File: src/rtl/pir_array_alarm.sv
// Per-channel windowed PIR averaging with threshold alarm, optional latching and trigger statistics.
// Latency: averages, alarm and statistics register on the window-closing tick edge; no backpressure, sensors sampled unconditionally.
module pir_array_alarm #(
  parameter int N_SENSORS    = 3,
  parameter int DATA_W       = 7,
  parameter int SAMPLE_DIV   = 4,
  parameter int LOG2_SAMPLES = 2,
  parameter int THRESHOLD    = 50,
  parameter int ALARM_CYCLES = 100,
  parameter int LATCH_MODE   = 0,
  parameter int CNT_W        = 16
) (
  input  logic                        clk,
  input  logic                        rst_n,
  input  logic                        turn,
  input  logic                        stop_alarm,
  input  logic                        clear_stats,
  input  logic [N_SENSORS*DATA_W-1:0] pir_sensor,
  output logic [N_SENSORS-1:0]        led,
  output logic                        buzzer,
  output logic [N_SENSORS*DATA_W-1:0] avg_bus,
  output logic                        avg_valid,
  output logic [DATA_W-1:0]           peak_value,
  output logic [3:0]                  peak_id,
  output logic [DATA_W-1:0]           last_value,
  output logic [3:0]                  last_id,
  output logic [CNT_W-1:0]            trigger_count,
  output logic [1:0]                  state
);
  localparam int ACC_W = DATA_W + LOG2_SAMPLES;
  localparam int DIV_W = (SAMPLE_DIV > 1) ? $clog2(SAMPLE_DIV) : 1;
  localparam int SMP_W = LOG2_SAMPLES + 1;
  localparam int ALM_W = $clog2(ALARM_CYCLES + 1);
  localparam int BUS_W = N_SENSORS * DATA_W;

  typedef enum logic [1:0] {IDLE = 2'd0, SAMPLING = 2'd1, ALARM = 2'd2, COOLDOWN = 2'd3} state_t;
  state_t cur_state, nxt_state;

  logic [DIV_W-1:0]  div_cnt;
  logic [SMP_W-1:0]  smp_cnt;
  logic [ALM_W-1:0]  alarm_cnt;
  logic [ACC_W-1:0]  acc [N_SENSORS];

  logic              tick, win_end, trig, alarm_exit;
  logic [DATA_W-1:0] new_avg [N_SENSORS];
  logic [BUS_W-1:0]  new_bus;
  logic [N_SENSORS-1:0] mask;
  logic [4:0]        pop;
  logic [DATA_W-1:0] cand_val, hit_val;
  logic [3:0]        cand_id, hit_id;
  logic              cand_hit;

  logic [DATA_W-1:0] peak_nxt, last_nxt;
  logic [3:0]        peak_id_nxt, last_id_nxt;
  logic [CNT_W-1:0]  cnt_nxt;
  logic [CNT_W+4:0]  cnt_sum;

  assign state   = cur_state;
  assign tick    = (cur_state == SAMPLING) && turn && (div_cnt == DIV_W'(SAMPLE_DIV - 1));
  assign win_end = tick && (smp_cnt == SMP_W'((1 << LOG2_SAMPLES) - 1));
  assign trig    = win_end && (|mask);
  assign alarm_exit = stop_alarm || !turn ||
                      ((LATCH_MODE == 0) && (alarm_cnt == ALM_W'(ALARM_CYCLES - 1)));

  // The closing sample is folded in directly so the average is ready on the same edge.
  always_comb begin : avg_calc
    logic [ACC_W-1:0] sum;
    sum      = '0;
    new_bus  = '0;
    mask     = '0;
    pop      = '0;
    cand_val = '0;
    cand_id  = '0;
    cand_hit = 1'b0;
    hit_val  = '0;
    hit_id   = '0;
    for (int i = 0; i < N_SENSORS; i++) begin
      sum        = acc[i] + ACC_W'(pir_sensor[i*DATA_W +: DATA_W]);
      new_avg[i] = DATA_W'(sum >> LOG2_SAMPLES);
      new_bus[i*DATA_W +: DATA_W] = new_avg[i];
      mask[i]    = ($unsigned(32'(new_avg[i])) >= $unsigned(THRESHOLD));
      pop        = pop + 5'(mask[i]);
      if (mask[i] && (!cand_hit || new_avg[i] > cand_val)) begin
        cand_hit = 1'b1;
        cand_val = new_avg[i];
        cand_id  = 4'(i);
      end
      if (mask[i]) begin
        hit_val = new_avg[i];
        hit_id  = 4'(i);
      end
    end
  end

  // Clear takes effect first, so a coinciding trigger lands on zeroed statistics.
  always_comb begin
    peak_nxt    = clear_stats ? '0 : peak_value;
    peak_id_nxt = clear_stats ? '0 : peak_id;
    last_nxt    = clear_stats ? '0 : last_value;
    last_id_nxt = clear_stats ? '0 : last_id;
    cnt_nxt     = clear_stats ? '0 : trigger_count;
    cnt_sum     = '0;
    if (trig) begin
      cnt_sum = (CNT_W+5)'(cnt_nxt) + (CNT_W+5)'(pop);
      cnt_nxt = (|cnt_sum[CNT_W+4:CNT_W]) ? '1 : cnt_sum[CNT_W-1:0];
      if (cand_val >= peak_nxt) begin
        peak_nxt    = cand_val;
        peak_id_nxt = cand_id;
      end
      last_nxt    = hit_val;
      last_id_nxt = hit_id;
    end
  end

  always_comb begin
    nxt_state = cur_state;
    case (cur_state)
      IDLE:     if (turn) nxt_state = SAMPLING;
      SAMPLING: if (!turn) nxt_state = IDLE;
                else if (trig) nxt_state = ALARM;
      ALARM:    if (alarm_exit) nxt_state = COOLDOWN;
      COOLDOWN: nxt_state = turn ? SAMPLING : IDLE;
      default:  nxt_state = IDLE;
    endcase
  end

  always_ff @(posedge clk or negedge rst_n) begin
    if (!rst_n) cur_state <= IDLE;
    else        cur_state <= nxt_state;
  end

  always_ff @(posedge clk or negedge rst_n) begin
    if (!rst_n) begin
      div_cnt   <= '0;
      smp_cnt   <= '0;
      alarm_cnt <= '0;
      led       <= '0;
      buzzer    <= 1'b0;
      avg_bus   <= '0;
      avg_valid <= 1'b0;
      for (int i = 0; i < N_SENSORS; i++) acc[i] <= '0;
    end else begin
      avg_valid <= 1'b0;
      case (cur_state)
        SAMPLING: begin
          if (!turn) begin
            div_cnt <= '0;
            smp_cnt <= '0;
            for (int i = 0; i < N_SENSORS; i++) acc[i] <= '0;
          end else if (tick) begin
            div_cnt <= '0;
            if (win_end) begin
              smp_cnt   <= '0;
              avg_bus   <= new_bus;
              avg_valid <= 1'b1;
              for (int i = 0; i < N_SENSORS; i++) acc[i] <= '0;
              if (trig) begin
                led       <= mask;
                buzzer    <= 1'b1;
                alarm_cnt <= '0;
              end
            end else begin
              smp_cnt <= smp_cnt + 1'b1;
              for (int i = 0; i < N_SENSORS; i++)
                acc[i] <= acc[i] + ACC_W'(pir_sensor[i*DATA_W +: DATA_W]);
            end
          end else begin
            div_cnt <= div_cnt + 1'b1;
          end
        end
        // Buzzer drops on the exit edge so an uninterrupted alarm lasts exactly ALARM_CYCLES.
        ALARM: begin
          if (alarm_exit) begin
            led       <= '0;
            buzzer    <= 1'b0;
            alarm_cnt <= '0;
          end else begin
            alarm_cnt <= alarm_cnt + 1'b1;
          end
        end
        default: begin
          led       <= '0;
          buzzer    <= 1'b0;
          alarm_cnt <= '0;
          div_cnt   <= '0;
          smp_cnt   <= '0;
          for (int i = 0; i < N_SENSORS; i++) acc[i] <= '0;
        end
      endcase
    end
  end

  always_ff @(posedge clk or negedge rst_n) begin
    if (!rst_n) begin
      peak_value    <= '0;
      peak_id       <= '0;
      last_value    <= '0;
      last_id       <= '0;
      trigger_count <= '0;
    end else begin
      peak_value    <= peak_nxt;
      peak_id       <= peak_id_nxt;
      last_value    <= last_nxt;
      last_id       <= last_id_nxt;
      trigger_count <= cnt_nxt;
    end
  end

endmodule
File: config.mk
export PLATFORM = sky130hd
export DESIGN_NAME = pir_array_alarm
export DESIGN_NICKNAME = d
export VERILOG_FILES = /design/src/rtl/pir_array_alarm.sv
export SDC_FILE = /design/constraint.sdc
export NUM_CORES = 1
export LEC_CHECK = 0
export ABC_AREA = 1
export BUFFER_PORTS_ARGS = -buffer_cell sky130_fd_sc_hd__buf_2
export CAP_MARGIN = 15
export CORE_ASPECT_RATIO = 0.5
export CORE_MARGIN = 2
export CORE_UTILIZATION = 50
export CTS_BUF_LIST = sky130_fd_sc_hd__clkbuf_4 sky130_fd_sc_hd__clkbuf_8 sky130_fd_sc_hd__clkbuf_16
export CTS_CLUSTER_SIZE = 40
export DETAILED_ROUTE_END_ITERATION = 10
export GPL_TIMING_DRIVEN = 0
export MAX_ROUTING_LAYER = met4
export PLACE_DENSITY = 0.75
export SYNTH_ARGS = -nofsm -noshare
export SYNTH_HDL_FRONTEND = slang
export SYNTH_SLANG_ARGS = --single-unit
File: constraint.sdc
create_clock -name clk -period 10.8 [get_ports clk]
set_clock_uncertainty 0.2 [all_clocks]
set_input_delay 1.62 -clock clk [delete_from_list [all_inputs] [get_ports clk]]
set_output_delay 1.62 -clock clk [all_outputs]
set_load 0.02 [all_outputs]
==> qor.json, run 1 <==
{
  "post_synth.cell_area_avg": {"value": 7.51, "unit": "µm²"},
  "synth_seq_cells": {"value": 103},
  "yosys-mux-area-fraction": {"value": 0, "unit": "%"},
  "maxSlewHeadroom": {"value": 53.0, "unit": "%"},
  "yosys.area_share.xor_xnor": {"value": 2.16, "unit": "%"},
  "busiest_layer": {"value": "met2"},
  "setup_viol": {"value": 0},
  "ant_nets": {"value": 0},
  "synthSimpleGateAreaFrac": {"value": 30.2, "unit": "%"},
  "route.detailed.wl_per_inst": {"value": 15.0, "unit": "µm"},
  "fin_crit_sh": {"value": 67.6, "unit": "%"},
  "design.die.area": {"value": 14800, "unit": "µm²"},
  "timing_worst_slew_pin_value": {"value": 0.703, "unit": "ns"},
  "post_cts_buffers": {"value": 0},
  "fill_cells": {"value": 1260},
  "tot_gr_track_use": {"value": 26.2, "unit": "%"},
  "arrival_time_reported_for_the_critical_path_endpoint": {"value": 7.34, "unit": "ns"},
  "place.gp.congestion": {"value": 0.939},
  "synth_cell_type_count": {"value": 47},
  "end_kind": {"value": "flop"},
  "layout_min_cycle_time": {"value": 7.30, "unit": "ns"},
  "initial_utilization": {"value": 51.1, "unit": "%"},
  "synth-edff-count": {"value": 0},
  "wire_length_after_detailed_routing": {"value": 18000, "unit": "µm"},
  "clock_path_buffers": {"value": 2},
  "synth.yosys.seq_area_share": {"value": 37.3, "unit": "%"},
  "setup.worst_path.start_class": {"value": "input port"},
  "maximum_number_of_pins_on_one_net_before_global_route_repair": {"value": 70},
  "post_synth_inst_count": {"value": 920},
  "post-route-drc-count": {"value": 0},
  "synth_fa_ha_area_share": {"value": 10.1, "unit": "%"},
  "core_region_area": {"value": 13500, "unit": "µm²"},
  "cts_repair_resize_count": {"value": 0},
  "antenna-diode-count": {"value": 0},
  "placement_rows": {"value": 30},
  "totalNegativeSetupSlack": {"value": 0, "unit": "ns"},
  "maxClockFrequency": {"value": 137, "unit": "MHz"},
  "critical_path.reg2reg.startpoint": {"value": "acc[18]$_DFFE_PN0P_"},
  "hold_start": {"value": "smp_cnt[2]$_DFFE_PN0P_"},
  "ff_latch_area": {"value": 2580, "unit": "µm²"},
  "final_hold_viol_count": {"value": 0},
  "drt_pass1_iterations": {"value": 7},
  "groute.layer.met2.usage": {"value": 41.5, "unit": "%"},
  "drive_gt1_share": {"value": 16.1, "unit": "%"},
  "dp_hpwl": {"value": 13800, "unit": "µm"},
  "dr.first_iter.drc_count": {"value": 448},
  "power.density_cell_area": {"value": 106, "unit": "nW/µm²"},
  "vias_per_instance": {"value": 5.32},
  "cts-htree-levels": {"value": 3},
  "grt.met1_usage": {"value": 34.9, "unit": "%"},
  "synth-main-ff-cell": {"value": "dfrtp_1"},
  "clock_sink_count": {"value": 103},
  "syn_area": {"value": 6910, "unit": "µm²"},
  "pin_count": {"value": 92},
  "crit_path_frequent_cell": {"value": "nand2_1"},
  "grt.overflow.total": {"value": 0},
  "die_x": {"value": 170, "unit": "µm"},
  "number_of_vias_in_the_routed_layout": {"value": 6399},
  "clkSlewWorstSetupHoldPaths": {"value": 0.07, "unit": "ns"},
  "die_h": {"value": 87.1, "unit": "µm"},
  "first_global_vias": {"value": 6115},
  "cts-buffers-inserted": {"value": 9},
  "synth_compound_area_share": {"value": 11.0, "unit": "%"},
  "type_of_the_tightest_min_delay_check": {"value": "reg -> reg"},
  "timing.reg2reg.worst_path_depth": {"value": 41},
  "power": {"value": 843, "unit": "µW"},
  "slew_violations": {"value": 0},
  "yosys_synthesis_warning_count": {"value": 0},
  "nets": {"value": 1101},
  "hold_buffers": {"value": 0},
  "largest_family_of_logic_cells_by_synthesized_area": {"value": "simple AND/OR/NAND/NOR gates"},
  "hold_path_depth": {"value": 2},
  "tritoncts": {"value": "built"},
  "power_leakage": {"value": 0.00437, "unit": "µW"},
  "run_status": {"value": "finished clean"},
  "largest_stage_delay_on_the_critical_path": {"value": 0.39, "unit": "ns"},
  "global_route.usage.met3": {"value": 4.95, "unit": "%"},
  "clkLatencyLatePin": {"value": 0.35, "unit": "ns"},
  "buffer_ports.inserted": {"value": 89},
  "clk_root_buffer_cell": {"value": "clkbuf_16"},
  "required": {"value": 10.84, "unit": "ns"},
  "max_cap_violations": {"value": 0},
  "antenna_found_initial": {"value": 0},
  "synthToLayoutAreaGrowth": {"value": 14.6, "unit": "%"},
  "multiInputGateArea": {"value": 3700, "unit": "µm²"},
  "critical_path.max_fanout": {"value": 10},
  "grt_first_pass_wirelength": {"value": 29600, "unit": "µm"},
  "ir_drop": {"value": 0.0000676, "unit": "V"},
  "ys_async_sr_fraction": {"value": 100, "unit": "%"},
  "grt_setup_unrepaired": {"value": "no"},
  "worstSetupPathType": {"value": "in -> reg"},
  "crit_start": {"value": "pir_sensor[0]"},
  "slowest_stage": {"value": "fa_1"}
}
registers in the layout, indices dropped and copies added, names as in the netlist, named ones only:
name,count
acc,27
avg_bus,21
trigger_count,16
alarm_cnt,7
last_value,7
peak_value,7
peak_id,4
led,3
smp_cnt,3
div_cnt,2
last_id,2
avg_valid,1
buzzer,1
state,1
cells in the final DEF (no fill, tap or decap), drive strengths merged, types with 22 or more instances in the layout:
master	instances
nand2	280
inv	139
dfrtp	103
buf	98
o21ai	91
nor2	68
nand3	63
ha	48
a21oi	22
kinds of logic (layout without fill, tap and decap cells):
kind of cell | count (synthesis) | after routing
simple gates | 454 | 454
buf+inv | 157 | 263
compound gates | 135 | 135
flops | 103 | 103
fa+ha+maj | 53 | 53
xor+xnor | 17 | 17
other cells | 1 | 2
Yosys cell counts (2+ instances only):
| cell type | number | area share [%] |
|---|---|---|
| nand2_2 | 19 | 1.7 |
| buf_6 | 4 | 0.65 |
| clkbuf_1 | 10 | 0.54 |
| nor2_4 | 8 | 1.3 |
| inv_1 | 126 | 6.8 |
| a21oi_2 | 3 | 0.38 |
| nand4_1 | 20 | 1.8 |
| inv_2 | 11 | 0.60 |
| nand3b_1 | 2 | 0.22 |
| a21oi_1 | 19 | 1.4 |
| o21ai_1 | 21 | 1.5 |
| buf_4 | 3 | 0.33 |
| nor4_1 | 4 | 0.36 |
| nor3_1 | 3 | 0.22 |
| o22ai_1 | 9 | 0.82 |
| nor2_8 | 2 | 0.58 |
| nand2_1 | 259 | 14 |
| nor2_1 | 58 | 3.2 |
| xor2_1 | 16 | 2.0 |
| fa_1 | 5 | 1.4 |
| dfrtp_1 | 103 | 37 |
| nand3_2 | 2 | 0.29 |
| nand3_1 | 60 | 4.3 |
| a32o_1 | 6 | 0.87 |
| or2_1 | 2 | 0.18 |
| o21ai_0 | 69 | 5.0 |
| and2_1 | 9 | 0.82 |
| ha_1 | 48 | 8.7 |
per-stage QoR:
stage               worst slack, ns  instance area, µm²  hold WS [ns]  util (%)  cells
floorplan                      4.21                6910         0.237         -    921
global placement               3.39                7580         0.252      56.1   1186
detailed placement             3.27                7610         0.261      56.3   1187
CTS                            3.59                7910         0.278      58.6   1203
global route                   2.90                7910         0.304      58.6   1203
finish                         3.50                7910         0.279      58.6   1203
critical path, delay by kind of cell:
| family | cells | cell delay [ns] |
|---|---|---|
| adder cells (fa/ha/maj) | 5 | 1.54 |
| AO/OA/AOI/OAI | 8 | 1.03 |
| buffers and inverters | 6 | 0.70 |
| AND/OR/NAND/NOR | 23 | 2.41 |
final timing paths:
path / endpoint / slack [ns]
hold / removal: smp_cnt[2]$_DFFE_PN0P_ / 0.28
min in group asynchronous: acc[9]$_DFFE_PN0P_ / 1.02
hold reg to reg: smp_cnt[2]$_DFFE_PN0P_ / 0.28
setup / recovery: peak_value[1]$_DFF_PN0_ / 3.50
max in group asynchronous: acc[16]$_DFFE_PN0P_ / 8.68
setup reg to reg: peak_value[1]$_DFF_PN0_ / 4.51
area by class of cell:
cell class / count / area share [%]
Inverter: 139 / 6.63
Sequential cell: 103 / 32.6
Multi-Input combinational cell: 661 / 46.7
Clock buffer: 10 / 3.02
Tap cell: 176 / 2.78
Buffer: 18 / 1.39
Clock inverter: 6 / 0.854
Timing Repair Buffer: 90 / 6.01
layer usage:
layer,share of wire (%),vias up,wire (µm)
met5,0,-,0
met2,44,193,7990
met4,1.8,0,331
met1,48,3001,8600
met3,6.0,33,1070
li1,-,3172,-
power by group:
part / switching [µW] / internal [µW]
logic: 78.7 / 30.4
clock network: 152 / 187
registers: 4.20 / 390
No activity file was read; power rests on OpenSTA's default activity.
==> run 2, diff against run 1 <==
- ABC_AREA: 1 -> 0
- PLACE_DENSITY: 0.75 -> 0.78
- clock period: 10.8 -> 6.2 ns (I/O delays scaled with it)
==> run 2 against run 1 <==
Net effect:
- the run now ends with setup timing left
- routed wire length is 14% higher
- sequential power increased by 71%
- hold slack lost 0.0049 ns
- first-iteration DRC count is 17% higher
- flip-flop and latch count did not move
- register-to-register slack got worse by 5.4 ns
- global-route usage increased by 2.8 points
- combinational power up 25%
- via count rose by 1.8%
- critical endpoint is now peak_value[2]$_DFF_PN0_
- largest cell class unchanged
==> qor.json, run 2 <==
{
  "layout_min_cycle_time": {"value": 7.33, "unit": "ns"},
  "clkSlewWorstSetupHoldPaths": {"value": 0.07, "unit": "ns", "change": "about the same"},
  "cts-htree-levels": {"value": 3, "change": "unchanged"},
  "route.detailed.wl_per_inst": {"value": 19.5, "unit": "µm", "change": "was 15.0 µm"},
  "initial_utilization": {"value": 51.9, "unit": "%", "change": "was 51.1%"},
  "clk_root_buffer_cell": {"value": "clkbuf_16", "change": "unchanged"},
  "synth_top_area_share": {"value": 38.8, "unit": "%", "change": "was 37.3%"},
  "required": {"value": 6.26, "unit": "ns", "change": "was 10.84 ns"},
  "antenna_found_initial": {"value": 0, "change": "unchanged"},
  "post_synth.cell_area_avg": {"value": 9.11, "unit": "µm²", "change": "was 7.51 µm²"},
  "synth-edff-count": {"value": 0, "change": "unchanged"},
  "timing_worst_slew_pin_value": {"value": 1.05, "unit": "ns", "change": "was 0.703 ns"},
  "setup_viol": {"value": 11, "change": "was 0"},
  "syn_area": {"value": 6640, "unit": "µm²", "change": "was 6910 µm²"},
  "cts-buffers-inserted": {"value": 9, "change": "unchanged"},
  "maxSlewHeadroom": {"value": 29.2, "unit": "%", "change": "was 53.0%"},
  "drt_pass1_iterations": {"value": 7, "change": "unchanged"},
  "post_synth_inst_count": {"value": 729, "change": "was 920"},
  "tritoncts": {"value": "built", "change": "unchanged"},
  "worstSetupPathType": {"value": "in -> reg", "change": "unchanged"},
  "ys_async_sr_fraction": {"value": 100, "unit": "%", "change": "unchanged"},
  "final_cell_area": {"value": 8380, "unit": "µm²", "change": "was 7910 µm²"},
  "yosys_synthesis_warning_count": {"value": 0, "change": "unchanged"},
  "ant_nets": {"value": 0, "change": "unchanged"},
  "type_of_the_tightest_min_delay_check": {"value": "reg -> reg", "change": "unchanged"},
  "slew_violations": {"value": 0, "change": "unchanged"},
  "critical_path.max_fanout": {"value": 5, "change": "was 10"},
  "ir_drop": {"value": 0.000137, "unit": "V", "change": "was 0.0000676 V"},
  "fin_worst_hold_slack": {"value": 0.274, "unit": "ns", "change": "was 0.279 ns"},
  "ff2ff_setup_slack": {"value": -0.88, "unit": "ns", "change": "was 4.51 ns"},
  "pin_count": {"value": 92, "change": "unchanged"},
  "dp_hpwl": {"value": 13500, "unit": "µm", "change": "was 13,800 µm"},
  "post-route-drc-count": {"value": 0, "change": "unchanged"},
  "die_x": {"value": 167, "unit": "µm", "change": "was 170 µm"},
  "synth_seq_cells": {"value": 103, "change": "unchanged"},
  "vias_per_instance": {"value": 6.22, "change": "was 5.32"},
  "synthToLayoutAreaGrowth": {"value": 26.2, "unit": "%", "change": "was 14.6%"},
  "failed_checks": {"value": "setup timing"},
  "place.gp.congestion": {"value": 0.960, "change": "was 0.939"},
  "number_of_vias_in_the_routed_layout": {"value": 6517, "change": "was 6,399"},
  "crit_start": {"value": "pir_sensor[0]", "change": "unchanged"},
  "critical_path.reg2reg.startpoint": {"value": "acc[18]$_DFFE_PN0P_", "change": "unchanged"},
  "registers.top_by_ff_count": {"value": "acc", "change": "unchanged"},
  "preCtsSetupSlack": {"value": -1.99, "unit": "ns", "change": "was 3.27 ns"},
  "first_global_vias": {"value": 6268, "change": "was 6,115"},
  "grt_first_pass_wirelength": {"value": 32100, "unit": "µm", "change": "was 29,600 µm"},
  "end_kind": {"value": "flop", "change": "unchanged"},
  "power.density_cell_area": {"value": 162, "unit": "nW/µm²", "change": "was 106 nW/µm²"},
  "tot_gr_track_use": {"value": 29.0, "unit": "%", "change": "was 26.2%"},
  "placement_rows": {"value": 29, "change": "was 30"},
  "synth_cell_type_count": {"value": 78, "change": "was 47"},
  "nets": {"value": 953, "change": "was 1,101"},
  "setup.worst_path.start_class": {"value": "input port", "change": "unchanged"},
  "drive_gt1_share": {"value": 28.8, "unit": "%", "change": "was 16.1%"},
  "final_hold_viol_count": {"value": 0, "change": "unchanged"},
  "arrival_time_reported_for_the_critical_path_endpoint": {"value": 7.39, "unit": "ns", "change": "was 7.34 ns"},
  "synth.most_common_cell": {"value": "dfrtp_1", "change": "was nand2_1"},
  "max_cap_violations": {"value": 0, "change": "unchanged"},
  "hold_start": {"value": "avg_bus[16]$_DFFE_PN0P_", "change": "was smp_cnt[2]$_DFFE_PN0P_"},
  "maxClockFrequency": {"value": 136, "unit": "MHz"},
  "reg_top3": {"value": "acc x27, avg_bus x21, trigger_count x16", "change": "unchanged"},
  "dr.first_iter.drc_count": {"value": 522, "change": "was 448"},
  "clock_path_buffers": {"value": 2, "change": "unchanged"},
  "fin_crit_sh": {"value": 118, "unit": "%"},
  "ys_top_cells_by_count": {"value": "103 x dfrtp_1, 101 x nand2_1, 68 x o21ai_0", "change": "was 259 x nand2_1, 126 x inv_1, 103 x dfrtp_1"},
  "run_status": {"value": "finished with violations", "change": "was finished clean"},
  "maximum_number_of_pins_on_one_net_before_global_route_repair": {"value": 54, "change": "was 70"},
  "ff_latch_area": {"value": 2580, "unit": "µm²", "change": "unchanged"},
  "crit_path_frequent_cell": {"value": "a21o_1", "change": "was nand2_1"},
  "multiInputGateArea": {"value": 4200, "unit": "µm²", "change": "was 3700 µm²"},
  "place_area": {"value": 7410, "unit": "µm²", "change": "was 7610 µm²"},
  "wire_length_after_detailed_routing": {"value": 20400, "unit": "µm", "change": "was 18,000 µm"},
  "design.die.area": {"value": 14300, "unit": "µm²", "change": "was 14,800 µm²"},
  "synth_area_leader": {"value": "dfrtp_1", "change": "unchanged"},
  "largest_reg_flops": {"value": 27, "change": "unchanged"},
  "core_region_area": {"value": 12800, "unit": "µm²", "change": "was 13,500 µm²"},
  "timing.final.ws_setup": {"value": -1.13, "unit": "ns", "change": "was 3.50 ns"},
  "power_leakage": {"value": 0.00403, "unit": "µW", "change": "was 0.00437 µW"},
  "antenna-diode-count": {"value": 0, "change": "unchanged"},
  "grt_setup_unrepaired": {"value": "yes", "change": "was no"},
  "clkLatencyLatePin": {"value": 0.35, "unit": "ns", "change": "about the same"},
  "largest_stage_delay_on_the_critical_path": {"value": 0.43, "unit": "ns", "change": "was 0.39 ns"},
  "most-common-layout-cells": {"value": "103 x dfrtp_1, 99 x nand2_1, 95 x buf_2", "change": "was 259 x nand2_1, 126 x inv_1, 103 x dfrtp_1"},
  "layout_commonest_cell": {"value": "dfrtp_1", "change": "was nand2_1"},
  "die_h": {"value": 85.5, "unit": "µm", "change": "was 87.1 µm"},
  "fill_cells": {"value": 972, "change": "was 1,260"},
  "clock_sink_count": {"value": 103, "change": "unchanged"},
  "synth.yosys.seq_area_share": {"value": 38.8, "unit": "%", "change": "was 37.3%"},
  "slowest_stage": {"value": "a311o_2", "change": "was fa_1"},
  "grt.overflow.total": {"value": 0, "change": "unchanged"},
  "power": {"value": 1360, "unit": "µW", "change": "was 843 µW"},
  "synth-main-ff-cell": {"value": "dfrtp_1", "change": "unchanged"},
  "buffer_ports.inserted": {"value": 89, "change": "unchanged"},
  "synth.area.top_cells": {"value": "dfrtp_1 39%, ha_1 9.0%, nand2_1 5.7%", "change": "was dfrtp_1 37%, nand2_1 14%, ha_1 8.7%"}
}
[run 2: metrics by stage]
stage	instances	TNS, ns	util [%]
floorplan	730	-9.38	-
detailed placement	990	-20.82	57.8
CTS	1039	-9.40	64.1
finish	1048	-11.48	65.4
global route	1048	-13.56	65.4
global placement	989	-20.00	57.6
[run 2: repair_timing]
action	in CTS	in global routing
buffers inserted	32	10
hold buffers	0	0
endpoints found under the setup margin	11	11
pin swaps	28	18
gates resized for setup	53	23
gates cloned	2	0
[run 2: final cells by class]
class                   count  share of cell area, %
multi-input cells         559                   50.1
flip-flops and latches    103                   30.7
repair buffers            134                   9.75
clock buffers              10                   2.78
well taps                 170                   2.54
plain buffers              29                   1.85
inverters                  38                   1.76
clock inverters             5                  0.507
[run 2: kinds of logic after synthesis]
kind of cell | Yosys count | synth area share [%]
other | 1 | 0.0565
muxes | 11 | 1.71
AOI/OAI and AO/OA | 235 | 24.1
adders and majority gates | 53 | 10.5
and+or+nand+nor | 238 | 17.5
DFF | 103 | 38.8
buffers and inverters | 68 | 4.45
xor gates and xnor gates | 20 | 2.75
[run 2: final timing paths]
check	endpoint	depth (start not counted)
max	peak_value[2]$_DFF_PN0_	33
min	avg_bus[16]$_DFFE_PN0P_	2
max reg2reg	peak_value[2]$_DFF_PN0_	32
min reg2reg	avg_bus[16]$_DFFE_PN0P_	2
max in group asynchronous	avg_bus[1]$_DFFE_PN0P_	2
min in group asynchronous	alarm_cnt[6]$_DFFE_PN0P_	1
[run 2: routing by layer]
layer	global-route usage, %	part of all wire (%)	vias to the layer above
met5	-	0	-
met4	8.54	2.8	0
met3	4.89	7.4	71
met2	46.5	47	321
met1	38.5	42	3202
li1	-	-	2923
[run 2: power breakdown]
| part | internal (µW) | total, µW | switching [µW] | leakage [µW] |
|---|---|---|---|---|
| clock | 280 | 549 | 269 | 0.000133 |
| combinational | 48.9 | 136 | 87.3 | 0.00246 |
| sequential | 673 | 674 | 1.14 | 0.00144 |
[run 2: critical path: cells and delay by family]
| kind | cells | cell delay, ns |
|---|---|---|
| compound gates | 17 | 3.60 |
| xor+xnor | 1 | 0.09 |
| fa+ha+maj | 5 | 1.35 |
| buf+inv | 5 | 0.56 |
| simple gates | 5 | 0.84 |
==> run 3, diff against run 2 <==
- PLACE_DENSITY: 0.78 -> 0.75
- clock period: 6.2 -> 8.02 ns (I/O delays scaled with it)
==> run 3 against run 2 <==
Net effect:
- the run now ends clean
- global-route usage shrank 2.0 points
- first-iteration DRC count increased by 6.3%
- cell count fell by 2.5%
- total power is 17% lower
- die area unchanged
- hold slack about the same
- non-clock buffer count down 27
- largest power group unchanged
- highest routed layer unchanged
==> qor.json, run 3 (synthesized netlist as in run 2, its figures left out) <==
{
  "run_status": {"value": "finished clean", "change": "was finished with violations"},
  "reg_top3": {"value": "acc x27, avg_bus x21, trigger_count x16", "change": "unchanged"},
  "place_area": {"value": 7330, "unit": "µm²", "change": "was 7410 µm²"},
  "placement_rows": {"value": 29, "change": "unchanged"},
  "cp_num_buf_inv": {"value": 6, "change": "was 5"},
  "route.detailed.wl_per_inst": {"value": 18.5, "unit": "µm", "change": "was 19.5 µm"},
  "largest_stage_delay_on_the_critical_path": {"value": 0.42, "unit": "ns", "change": "was 0.43 ns"},
  "clock_path_buffers": {"value": 2, "change": "unchanged"},
  "ir_drop": {"value": 0.0000980, "unit": "V", "change": "was 0.000137 V"},
  "slowest_stage": {"value": "a311o_1", "change": "was a311o_2"},
  "setup.worst_path.start_class": {"value": "input port", "change": "unchanged"},
  "power_leakage": {"value": 0.00392, "unit": "µW", "change": "was 0.00403 µW"},
  "final_cell_area": {"value": 8010, "unit": "µm²", "change": "was 8380 µm²"},
  "preCtsSetupSlack": {"value": -1.06, "unit": "ns", "change": "was -1.99 ns"},
  "setup_viol": {"value": 0, "change": "was 11"},
  "crit_path_frequent_cell": {"value": "ha_1", "change": "was a21o_1"},
  "cts-buffers-inserted": {"value": 9, "change": "unchanged"},
  "buffer_ports.inserted": {"value": 89, "change": "unchanged"},
  "dp_hpwl": {"value": 13100, "unit": "µm", "change": "was 13,500 µm"},
  "critical_path.max_fanout": {"value": 10, "change": "was 5"},
  "arrival_time_reported_for_the_critical_path_endpoint": {"value": 7.89, "unit": "ns", "change": "was 7.39 ns"},
  "timing.final.ws_setup": {"value": 0.196, "unit": "ns", "change": "was -1.13 ns"},
  "maxClockFrequency": {"value": 128, "unit": "MHz"},
  "critical_path.reg2reg.startpoint": {"value": "acc[18]$_DFFE_PN0P_", "change": "unchanged"},
  "layout_min_cycle_time": {"value": 7.82, "unit": "ns"},
  "grt.overflow.total": {"value": 0, "change": "unchanged"},
  "fin_worst_hold_slack": {"value": 0.274, "unit": "ns", "change": "about the same"},
  "maxSlewHeadroom": {"value": 37.2, "unit": "%", "change": "was 29.2%"},
  "worstSetupPathType": {"value": "in -> reg", "change": "unchanged"},
  "hold-path-endpoint": {"value": "avg_bus[15]$_DFFE_PN0P_", "change": "was avg_bus[16]$_DFFE_PN0P_"},
  "die_h": {"value": 85.5, "unit": "µm", "change": "unchanged"},
  "place.gp.congestion": {"value": 0.982, "change": "was 0.960"},
  "end_kind": {"value": "flop", "change": "unchanged"},
  "max_cap_violations": {"value": 0, "change": "unchanged"},
  "number_of_vias_in_the_routed_layout": {"value": 6199, "change": "was 6,517"},
  "type_of_the_tightest_min_delay_check": {"value": "reg -> reg", "change": "unchanged"},
  "grt_first_pass_wirelength": {"value": 29800, "unit": "µm", "change": "was 32,100 µm"},
  "design.die.area": {"value": 14300, "unit": "µm²", "change": "unchanged"},
  "antenna_found_initial": {"value": 0, "change": "unchanged"},
  "ff2ff_setup_slack": {"value": 0.79, "unit": "ns", "change": "was -0.88 ns"},
  "clkSlewWorstSetupHoldPaths": {"value": 0.07, "unit": "ns", "change": "about the same"},
  "post-route-drc-count": {"value": 0, "change": "unchanged"},
  "largest_reg_flops": {"value": 27, "change": "unchanged"},
  "clk_root_buffer_cell": {"value": "clkbuf_16", "change": "unchanged"},
  "core_region_area": {"value": 12800, "unit": "µm²", "change": "unchanged"},
  "die_x": {"value": 167, "unit": "µm", "change": "unchanged"},
  "hold_path_depth": {"value": 2, "change": "unchanged"},
  "power": {"value": 1120, "unit": "µW", "change": "was 1360 µW"},
  "wire_length_after_detailed_routing": {"value": 18900, "unit": "µm", "change": "was 20,400 µm"},
  "power.density_cell_area": {"value": 140, "unit": "nW/µm²", "change": "was 162 nW/µm²"},
  "ant_nets": {"value": 0, "change": "unchanged"},
  "most-common-layout-cells": {"value": "103 x dfrtp_1, 100 x nand2_1, 95 x buf_2", "change": "was 103 x dfrtp_1, 99 x nand2_1, 95 x buf_2"},
  "pin_count": {"value": 92, "change": "unchanged"},
  "critPathTopFamily": {"value": "compound AO/OA/AOI/OAI gates", "change": "unchanged"},
  "tritoncts": {"value": "built", "change": "unchanged"},
  "final_hold_viol_count": {"value": 0, "change": "unchanged"},
  "tot_gr_track_use": {"value": 27.1, "unit": "%", "change": "was 29.0%"},
  "drt_pass1_iterations": {"value": 5, "change": "was 7"},
  "antenna-diode-count": {"value": 0, "change": "unchanged"},
  "synthToLayoutAreaGrowth": {"value": 20.6, "unit": "%", "change": "was 26.2%"},
  "vias_per_instance": {"value": 6.07, "change": "was 6.22"},
  "maximum_number_of_pins_on_one_net_before_global_route_repair": {"value": 57, "change": "was 54"},
  "hold_start": {"value": "avg_bus[15]$_DFFE_PN0P_", "change": "was avg_bus[16]$_DFFE_PN0P_"},
  "layout_commonest_cell": {"value": "dfrtp_1", "change": "unchanged"},
  "timing_worst_slew_pin_value": {"value": 0.935, "unit": "ns", "change": "was 1.05 ns"},
  "hold_buffers": {"value": 0, "change": "unchanged"},
  "clkLatencyLatePin": {"value": 0.35, "unit": "ns", "change": "about the same"},
  "cts-htree-levels": {"value": 3, "change": "unchanged"},
  "dr.first_iter.drc_count": {"value": 555, "change": "was 522"},
  "clock_sink_count": {"value": 103, "change": "unchanged"},
  "slew_violations": {"value": 0, "change": "unchanged"},
  "drive_gt1_share": {"value": 22.9, "unit": "%", "change": "was 28.8%"},
  "fin_crit_sh": {"value": 97.6, "unit": "%"},
  "registers.top_by_ff_count": {"value": "acc", "change": "unchanged"},
  "required": {"value": 8.09, "unit": "ns", "change": "was 6.26 ns"},
  "initial_utilization": {"value": 51.9, "unit": "%", "change": "unchanged"},
  "nets": {"value": 926, "change": "was 953"},
  "timing.reg2reg.worst_path_depth": {"value": 35, "change": "was 32"},
  "ff_to_ff_end": {"value": "peak_value[4]$_DFF_PN0_", "change": "was peak_value[2]$_DFF_PN0_"},
  "first_global_vias": {"value": 5821, "change": "was 6,268"}
}
## run 3: changes by cell type in the layout (fill, tap and decap cells not counted), sizes merged
| cell | before | now |
|---|---|---|
| clkinvlp | 1 | 0 |
| buf | 147 | 120 |
| bufinv | 0 | 2 |
| clkinv | 3 | 4 |
| clkbuf | 26 | 25 |
## run 3: worst min-delay path: cells and delay by family (launching register included)
family / cells / cell delay [ns]
AND/OR/NAND/NOR: 2 / 0.10
flip-flops: 1 / 0.34
## run 3: worst max-delay path by stage
stage	start	end	depth (start not counted)
detailed placement	pir_sensor[0]	peak_value[4]$_DFF_PN0_	37
global route	pir_sensor[0]	peak_value[1]$_DFF_PN0_	34
finish	pir_sensor[0]	peak_value[4]$_DFF_PN0_	36
floorplan	pir_sensor[0]	peak_value[4]$_DFF_PN0_	36
global placement	pir_sensor[0]	peak_value[4]$_DFF_PN0_	37
CTS	pir_sensor[3]	peak_value[4]$_DFF_PN0_	35
## run 3: what timing repair did
| item | 4_1_cts | 5_1_grt |
|---|---|---|
| pin swaps | 5 | 15 |
| endpoints found under the setup margin | 11 | 11 |
| hold endpoints to repair | 0 | 0 |
| buffers inserted | 3 | 13 |
| gates resized for setup | 21 | 22 |
## run 3: report_power, final
| group | switching [µW] | internal, µW |
|---|---|---|
| Combinational | 62.2 | 30.7 |
| Sequential | 0.871 | 520 |
| Clock | 225 | 285 |
## run 3: metal layers
metal	routed length [µm]	global-route usage (%)	vias to the layer above
li1	-	-	2882
met1	8320	37.7	3025
met2	8530	41.0	259
met3	1630	4.38	33
met4	390	8.39	0
met5	0	-	-
## run 3: metrics by stage
step,TNS [ns],util [%],cells
floorplan,0,-,730
global placement,-10.74,57.0,989
detailed placement,-10.41,57.3,990
CTS,0,61.0,1009
global route,-1.09,62.5,1022
finish,0,62.5,1022
## run 3: area by class of cell
type                            count  area [µm²]
Tap cell                          170         213
Fill cell                        1056        4800
Multi-Input combinational cell    559        3960
Buffer                             30         163
Clock inverter                      7         124
Timing Repair Buffer              106         596
Clock buffer                        9         225
Inverter                           38         148
Sequential cell                   103        2580
